## src/rtl/mem_arbiter.sv

```systemverilog
`default_nettype none
// ============================================================================
// Module  : mem_arbiter
// Purpose : Arbitrates icache/dcache onto one memory port, routes data by tag.
// Revision: 1.0 - initial release
// ============================================================================

package mem_arbiter_pkg;
    typedef enum logic [1:0] {
        MEM_NONE  = 2'd0,
        MEM_LOAD  = 2'd1,
        MEM_STORE = 2'd2
    } MEM_COMMAND;

    typedef logic [31:0] ADDR;
    typedef logic [63:0] MEM_BLOCK;
    typedef logic [3:0]  MEM_TAG;

    localparam int NUM_MEM_TAGS = 15;
endpackage

module mem_arbiter
    import mem_arbiter_pkg::*;
#(
    parameter int NUM_TAGS     = NUM_MEM_TAGS,
    parameter int STARVE_LIMIT = 4
) (
    input  logic       clock,
    input  logic       reset,
    input  MEM_COMMAND Icache2mem_command,
    input  ADDR        Icache2mem_addr,
    input  MEM_COMMAND Dcache2mem_command,
    input  ADDR        Dcache2mem_addr,
    input  MEM_BLOCK   Dcache2mem_data,
    input  MEM_TAG     mem2proc_transaction_tag,
    input  MEM_BLOCK   mem2proc_data,
    input  MEM_TAG     mem2proc_data_tag,
    output MEM_COMMAND proc2mem_command,
    output ADDR        proc2mem_addr,
    output MEM_BLOCK   proc2mem_data,
    output MEM_TAG     mem2Icache_transaction_tag,
    output MEM_BLOCK   mem2Icache_data,
    output MEM_TAG     mem2Icache_data_tag,
    output MEM_TAG     mem2Dcache_transaction_tag,
    output MEM_BLOCK   mem2Dcache_data,
    output MEM_TAG     mem2Dcache_data_tag,
    output logic       dcache_request
);

    localparam int c_table_size = 2 ** $bits(MEM_TAG);
    localparam int c_cnt_w      = $clog2(STARVE_LIMIT + 1);
    localparam logic [c_cnt_w-1:0] c_starve_max = c_cnt_w'(STARVE_LIMIT);

    logic [c_table_size-1:0] r_owner_valid;
    logic [c_table_size-1:0] r_owner_is_dcache;
    logic [c_cnt_w-1:0]      r_starve_cnt;

    logic       w_icache_active;
    logic       w_dcache_active;
    logic       w_grant_icache;
    logic       w_grant_dcache;
    MEM_COMMAND w_granted_cmd;
    logic       w_load_accept;
    logic       w_return_hit;
    logic       w_return_dcache;

    assign w_icache_active = (Icache2mem_command != MEM_NONE);
    assign w_dcache_active = (Dcache2mem_command != MEM_NONE);

    // icache wins only when alone or after losing STARVE_LIMIT times in a row
    assign w_grant_icache = w_icache_active &&
                            (!w_dcache_active || (r_starve_cnt == c_starve_max));
    assign w_grant_dcache = w_dcache_active && !w_grant_icache;

    assign w_granted_cmd = w_grant_dcache ? Dcache2mem_command :
                           w_grant_icache ? Icache2mem_command : MEM_NONE;

    assign w_load_accept = (w_granted_cmd == MEM_LOAD) &&
                           (mem2proc_transaction_tag != '0) &&
                           (int'(mem2proc_transaction_tag) <= NUM_TAGS);

    assign w_return_hit    = (mem2proc_data_tag != '0) && r_owner_valid[mem2proc_data_tag];
    assign w_return_dcache = r_owner_is_dcache[mem2proc_data_tag];

    always_comb begin
        proc2mem_command           = MEM_NONE;
        proc2mem_addr              = '0;
        proc2mem_data              = '0;
        mem2Icache_transaction_tag = '0;
        mem2Dcache_transaction_tag = '0;
        mem2Icache_data            = '0;
        mem2Dcache_data            = '0;
        mem2Icache_data_tag        = '0;
        mem2Dcache_data_tag        = '0;
        dcache_request             = 1'b0;
        if (!reset) begin
            proc2mem_command = w_granted_cmd;
            if (w_grant_dcache) begin
                proc2mem_addr              = Dcache2mem_addr;
                proc2mem_data              = Dcache2mem_data;
                mem2Dcache_transaction_tag = mem2proc_transaction_tag;
                dcache_request             = 1'b1;
            end else if (w_grant_icache) begin
                proc2mem_addr              = Icache2mem_addr;
                mem2Icache_transaction_tag = mem2proc_transaction_tag;
            end
            mem2Icache_data = mem2proc_data;
            mem2Dcache_data = mem2proc_data;
            if (w_return_hit) begin
                if (w_return_dcache) begin
                    mem2Dcache_data_tag = mem2proc_data_tag;
                end else begin
                    mem2Icache_data_tag = mem2proc_data_tag;
                end
            end
        end
    end

    // Allocation is written after the return clear so a same-tag set wins
    always_ff @(posedge clock) begin
        if (reset) begin
            r_owner_valid     <= '0;
            r_owner_is_dcache <= '0;
            r_starve_cnt      <= '0;
        end else begin
            if (w_return_hit) begin
                r_owner_valid[mem2proc_data_tag] <= 1'b0;
            end
            if (w_load_accept) begin
                r_owner_valid[mem2proc_transaction_tag]     <= 1'b1;
                r_owner_is_dcache[mem2proc_transaction_tag] <= w_grant_dcache;
            end
            if (w_icache_active && !w_grant_icache) begin
                if (r_starve_cnt != c_starve_max) begin
                    r_starve_cnt <= r_starve_cnt + 1'b1;
                end
            end else begin
                r_starve_cnt <= '0;
            end
        end
    end

endmodule

`default_nettype wire

```

## config.mk

```make
export PLATFORM = sky130hd
export DESIGN_NAME = mem_arbiter
export DESIGN_NICKNAME = d
export VERILOG_FILES = /design/src/rtl/mem_arbiter.sv
export SDC_FILE = /design/constraint.sdc
export NUM_CORES = 1
export LEC_CHECK = 0
export CAP_MARGIN = 30
export CORE_AREA = 2 2 173 175
export CTS_CLUSTER_DIAMETER = 40
export DETAILED_ROUTE_END_ITERATION = 10
export DIE_AREA = 0 0 175 177
export GPL_ROUTABILITY_DRIVEN = 0
export PLACE_DENSITY_LB_ADDON = 0.15
export SLEW_MARGIN = 20
export SYNTH_ARGS = -nofsm -noshare
export SYNTH_HDL_FRONTEND = slang
export SYNTH_SLANG_ARGS = --single-unit
```

## constraint.sdc

```tcl
create_clock -name clock -period 3.3 [get_ports clock]
set_clock_uncertainty 0.2 [all_clocks]
set_input_delay 0.99 -clock clock [delete_from_list [all_inputs] [get_ports clock]]
set_output_delay 0.99 -clock clock [all_outputs]
set_load 0.02 [all_outputs]
```

==> results.json <==
{
  "grt_start_max_net_pins": 31,
  "critPathMaxStageDelay_ps": 490,
  "rsz0062_at_grt": "yes",
  "holdBufCountCts": 0,
  "clock-root-buffer": "clkbuf_16",
  "p_per_area_nw_per_um2": 233,
  "clk_latency_ps": 280,
  "critical-path-top-delay-family": "multiplexers",
  "relSlewSlack_pct": 75.3,
  "io-pin-count": 449,
  "synth_area_leaders": "dfxtp_1 (20%), and2_1 (14%), buf_4 (14%)",
  "overflow": 0,
  "status": "complete, but fails checks",
  "cts_tree": "yes",
  "vias": 4975,
  "drt_first_pass_iters": 4,
  "path_clk_slew_ps": 50,
  "final.min_clock_period_ps": 3540,
  "worst_slew_pin_slew_ps": 362,
  "first_global_vias": 5460,
  "regToRegSetupSlack_ps": 1290,
  "syn_area_per_cell_um2": 7.61,
  "cts_inserted_buffers": 5,
  "h-tree-depth": 2,
  "die_y_um": 177,
  "internal_power_uw": 1530,
  "port_buffers": 448,
  "start_util_pct": 12.3,
  "cp-end-kind": "output pin",
  "drc_errors": 0,
  "startpoint_type": "input pin",
  "die_area_um2": 31000,
  "clk_path_buf_depth": 2,
  "die_x_um": 175,
  "yosys_register_bits": 35,
  "synth_commonest_cells": "and2_1 (80), nor2b_1 (68), buf_4 (66)",
  "path_max_fanout": 6,
  "cts.sink_count": 35,
  "fmax_mhz": 283,
  "switching_share_pct": 32.5,
  "drive_gt1_share_pct": 37.7,
  "worstPathRequired_ps": 2110,
  "syn_inst": 472,
  "coreArea_um2": 29200,
  "path_buf_inv": 3,
  "grt_pass1_wl_um": 36900,
  "via_per_inst": 3.80,
  "setup_viol": 88,
  "min_path_type": "reg2reg",
  "violations": "negative setup slack",
  "synth_top_area_share_pct": 19.5,
  "synthArstFlopShare_pct": 0,
  "synthesis.area_um2": 3590,
  "p_leak_uw": 0.00445,
  "netSwitchingPower_uw": 738,
  "seqPwrFrac_pct": 19.1,
  "ys.flop_type": "dfxtp_1",
  "track_usage_pct": 16.4,
  "crit_chain": "buf_12 -> mux4_2 -> nand3b_1 -> buf_4 -> and4_1 -> a21oi_2 -> and2_4 -> buf_6",
  "crit_arrival_ps": 2350,
  "cap_violations": 0,
  "synthToLayoutAreaGrowth_pct": 171,
  "synth_top_area_cell": "dfxtp_1",
  "synth-edff-count": 0,
  "clockPowerShare_pct": 24.2,
  "rows": 63,
  "ant_nets": 0,
  "crit_slowest_cell": "mux4_2",
  "dp_hpwl_um": 21700,
  "finalMaxSlewViolations": 0,
  "initialDrtViolationCount": 138,
  "vdd_drop_max_uv": 236,
  "antenna_found_initial": 4,
  "tns_ps": -11610,
  "yosysMostFrequentCell": "and2_1",
  "fillers": 3056,
  "critical_path_class": "in2out",
  "wl_um": 26500,
  "hold_violations": 0,
  "synth_cell_types": 36,
  "dp_slack_ps": -1230,
  "period_share_pct": 107,
  "seq_area_frac_synth_pct": 19.5,
  "wire_per_inst_um": 20.3,
  "layout.nets": 1123,
  "synthesis.nets": 680,
  "pwr-share-comb_pct": 56.7,
  "yosysWarningCount": 0,
  "layout_setup_ws_ps": -235
}
-- sequential cells by signal (all words and copies together) (netlist names) --
name / count
r_starve_cnt: 3
r_owner_valid: 16
r_owner_is_dcache: 16
-- placed cells by master, fill, tap and decap left out, types with 2 or more instances in the layout --
cell type	n
nand3_1	5
or2_2	2
mux2_2	2
nand2b_1	23
nand4_1	5
buf_6	112
mux4_2	4
buf_2	3
clkbuf_2	14
a22o_4	8
dlygate4sd2_1	100
inv_1	5
nand3b_1	5
dfxtp_1	35
ha_1	2
nor2_2	2
a21oi_2	4
clkdlybuf4s50_1	196
buf_16	12
nor2_4	3
nor2b_1	68
and2_1	2
diode_2	4
clkbuf_16	7
nor2_1	11
o21ai_0	15
buf_12	30
a21oi_1	18
and2_4	78
buf_4	43
clkdlybuf4s15_1	14
nand2_1	15
mux2i_1	21
a22o_1	24
nand3_2	2
buf_8	7
-- cells by family (layout without fill, tap and decap cells) --
logic type | after synthesis | in the layout | share of synthesized area, %
simple gates | 227 | 227 | 37.5
buf+inv | 104 | 548 | 18.2
compound gates | 77 | 77 | 15.0
mux | 27 | 27 | 8.99
flops | 35 | 35 | 19.5
other cells | 0 | 4 | 0
fa+ha+maj | 2 | 2 | 0.697
-- power by group through the flow --
stage	Combinational, uW	Sequential (uW)	Clock, uW
global placement	1140	444	0
finish	1290	434	549
floorplan	472	441	0
CTS	1240	434	563
global route	1360	434	585
detailed placement	1130	443	0
-- cell type report --
cell class | count | area [um2] | share of cell area (%)
Antenna cell | 4 | 10.0 | 0.103
Clock buffer | 6 | 139 | 1.43
Clock inverter | 2 | 35.0 | 0.360
Inverter | 6 | 36.3 | 0.373
Multi-Input combinational cell | 333 | 2590 | 26.6
Sequential cell | 35 | 701 | 7.19
Tap cell | 390 | 488 | 5.01
Timing Repair Buffer | 534 | 5740 | 59.0
-- path summary, 6_finish.rpt --
kind | to | start | depth (start not counted)
worst max register to register | r_owner_is_dcache[10]$_SDFFE_PP0P_ | r_starve_cnt[0]$_SDFFE_PP0N_ | 9
worst max-delay path | mem2Dcache_data_tag[1] | mem2proc_data_tag[0] | 8
worst min register to register | r_owner_is_dcache[0]$_SDFFE_PP0P_ | r_owner_is_dcache[0]$_SDFFE_PP0P_ | 1
worst min-delay path | r_owner_is_dcache[0]$_SDFFE_PP0P_ | r_owner_is_dcache[0]$_SDFFE_PP0P_ | 1
-- per-layer routing --
metal | global-route usage [%] | wire (um)
met3 | 5.93 | 2600
met4 | 3.89 | 321
met1 | 17.9 | 10100
met5 | 0 | 0
met2 | 30.1 | 13500
-- through the flow --
step           instances  instance area [um2]  util, %  total power (uW)  hold WS, ps
2_1_floorplan        472                 3630        -               913          233
3_5_place_dp        1262                 8550     29.2              1580          265
5_1_grt             1310                 9740     33.3              2380          279
4_1_cts             1305                 9450     32.3              2240          273
3_3_place_gp        1262                 8550     29.2              1580          260
6_report            1310                 9740     33.3              2270          271
-- repair_timing --
action | in CTS | in global routing
gates cloned | 14 | 2
setup buffers | 22 | 2
resized for setup | 718 | 138
endpoints found under the setup margin | 242 | 137
pin swaps | 84 | 43
Note: power is estimated with default switching activity, not from simulation.
==> patch, RTL diff (config.mk and constraints unchanged) <==
Reset style: asynchronous (`reset`), changed in one clocked block.
--- a/src/rtl/mem_arbiter.sv
+++ b/src/rtl/mem_arbiter.sv
@@ -119,3 +119,3 @@
     // Allocation is written after the return clear so a same-tag set wins
-    always_ff @(posedge clock) begin
+    always_ff @(posedge clock or posedge reset) begin
         if (reset) begin
Formal check against the unedited RTL: no difference found for any inputs over 4 cycles, from zero or initial values and one cycle with reset high; that may be too few to reach the edited logic, so the function may still have changed.
==> patch against the unedited design <==
The run still ends with negative setup slack left; sequential share of layout area increased by 2.6 points; setup slack got worse by 310 ps; clock power shrank 14%; highest routed layer is now met5; critical endpoint is now mem2Icache_data_tag[1]; cell count is 2.2% lower; sequential cell count stayed put; synthesized area up 3.1%; power rose by 24%; routed wire length decreased by 3.2%; final area is 8.3% lower; largest cell class unchanged.
==> patch: results (changes against the unedited design) <==
final_cells: 1281  # -2.2%
status: "complete, but fails checks"
synthAdderAreaFrac_pct: 0.6761  # -0.021 points
synth_area_leaders: "dfrtp_1 24%, buf_4 13%, and3_1 11%, nor2b_1 11%, a22o_1 7.8%"
synth.distinct_cells: 40  # +11%
nets: 1096  # -2.4%
cp_data_arrival_time_ps: 2650  # +300 ps
grt_pass1_wl_um: 35790  # -3.0%
setup_viol: 30  # -66%
fin_ws_ps: -544.0  # -308.8 ps
holdPathEnd: "r_owner_valid[0]$_DFF_PP0_"
critPathMaxFanout: 5  # -1
muxShareOfSynthArea_pct: 10.38  # +1.4 points
synth.avg_cell_area_um2: 8.298  # +9.1%
failed_checks: "negative setup slack"
drive_gt1_share_pct: 37.91  # +0.24 points
wire_per_inst_um: 20.06  # -1.0%
via_per_inst: 3.849  # +1.3%
ff2ff_path_depth: 10  # +1
synthArstFlopShare_pct: 100.0  # +100 points
cp-endpoint: "mem2Icache_data_tag[1]"
min_path_cells: 0  # -1
placed_area_mm2: 0.008864  # +3.7%
syn_nets: 654  # -3.8%
grt_pass1_vias: 5240  # -4.0%
worstMarginPinSlew_ps: 414.4  # +52.79 ps
hp-start: "r_owner_valid[0]$_DFF_PP0_"
r2r_start: "r_starve_cnt[1]$_DFFE_PP0P_"
synth_ff_type: "dfrtp_1"
synthTopCellsByCount: "68 x and3_1, 68 x nor2b_1, 64 x buf_4"
regToRegSetupSlack_ps: 920  # -370 ps
patch: cell count changes after synthesis, sizes merged, moves of 6 or more:
cell	change
mux2i	-19
mux2	+17
and3	+68
dfrtp	+35
a21oi	-19
dfxtp	-35
or3	+7
buf	-6
and2	-74
clkbuf	+11
nor3	+6
o21ai	-9
nand2b	-11
nand3	-6
patch: per-stage QoR:
step                      hold slack, ps  utilization [%]
after global placement             182.3            30.31
after detailed placement           173.1            30.31
after CTS                          186.3            31.10
final                              181.1            30.53
after global routing               199.9            30.51
after floorplan                    224.6                -
patch: logic make-up after synthesis:
group           Yosys count
flops                    35
mux                      27
xor+xnor                  1
compound gates           60
buf+inv                 108
fa+ha+maj                 2
simple gates            213
patch: cell type report:
class	count	area [um^2]
clock buffer	5	125.1
tap	390	488.0
timing repair buffer	538	5006
antenna	2	5.005
sequential	35	875.8
clock inverter	3	20.02
fill	3103	20320
inverter	5	23.77
multi-input combinational	303	2384
patch: routing by layer:
| layer | part of all wire [%] | GRT usage (%) | vias up |
|---|---|---|---|
| li1 | - | - | 2390 |
| met1 | 40 | 18.52 | 2315 |
| met2 | 54 | 29.50 | 208 |
| met3 | 5.5 | 3.007 | 15 |
| met4 | 0.76 | 2.153 | 2 |
| met5 | 0.043 | 0 | - |
patch: repair_timing:
action,CTS,global route
pin swaps,24,20
resized for setup,620,170
setup buffers,14,2
endpoints found under the hold margin,0,0
endpoints found under the setup margin,243,151
gates cloned,5,0
patch: report_power, final:
part | total (mW) | internal, mW | leakage [nW] | switching [mW]
logic | 1.72 | 0.925 | 3.85 | 0.793
clock network | 0.472 | 0.278 | 0.0658 | 0.194
registers | 0.637 | 0.551 | 0.435 | 0.0862
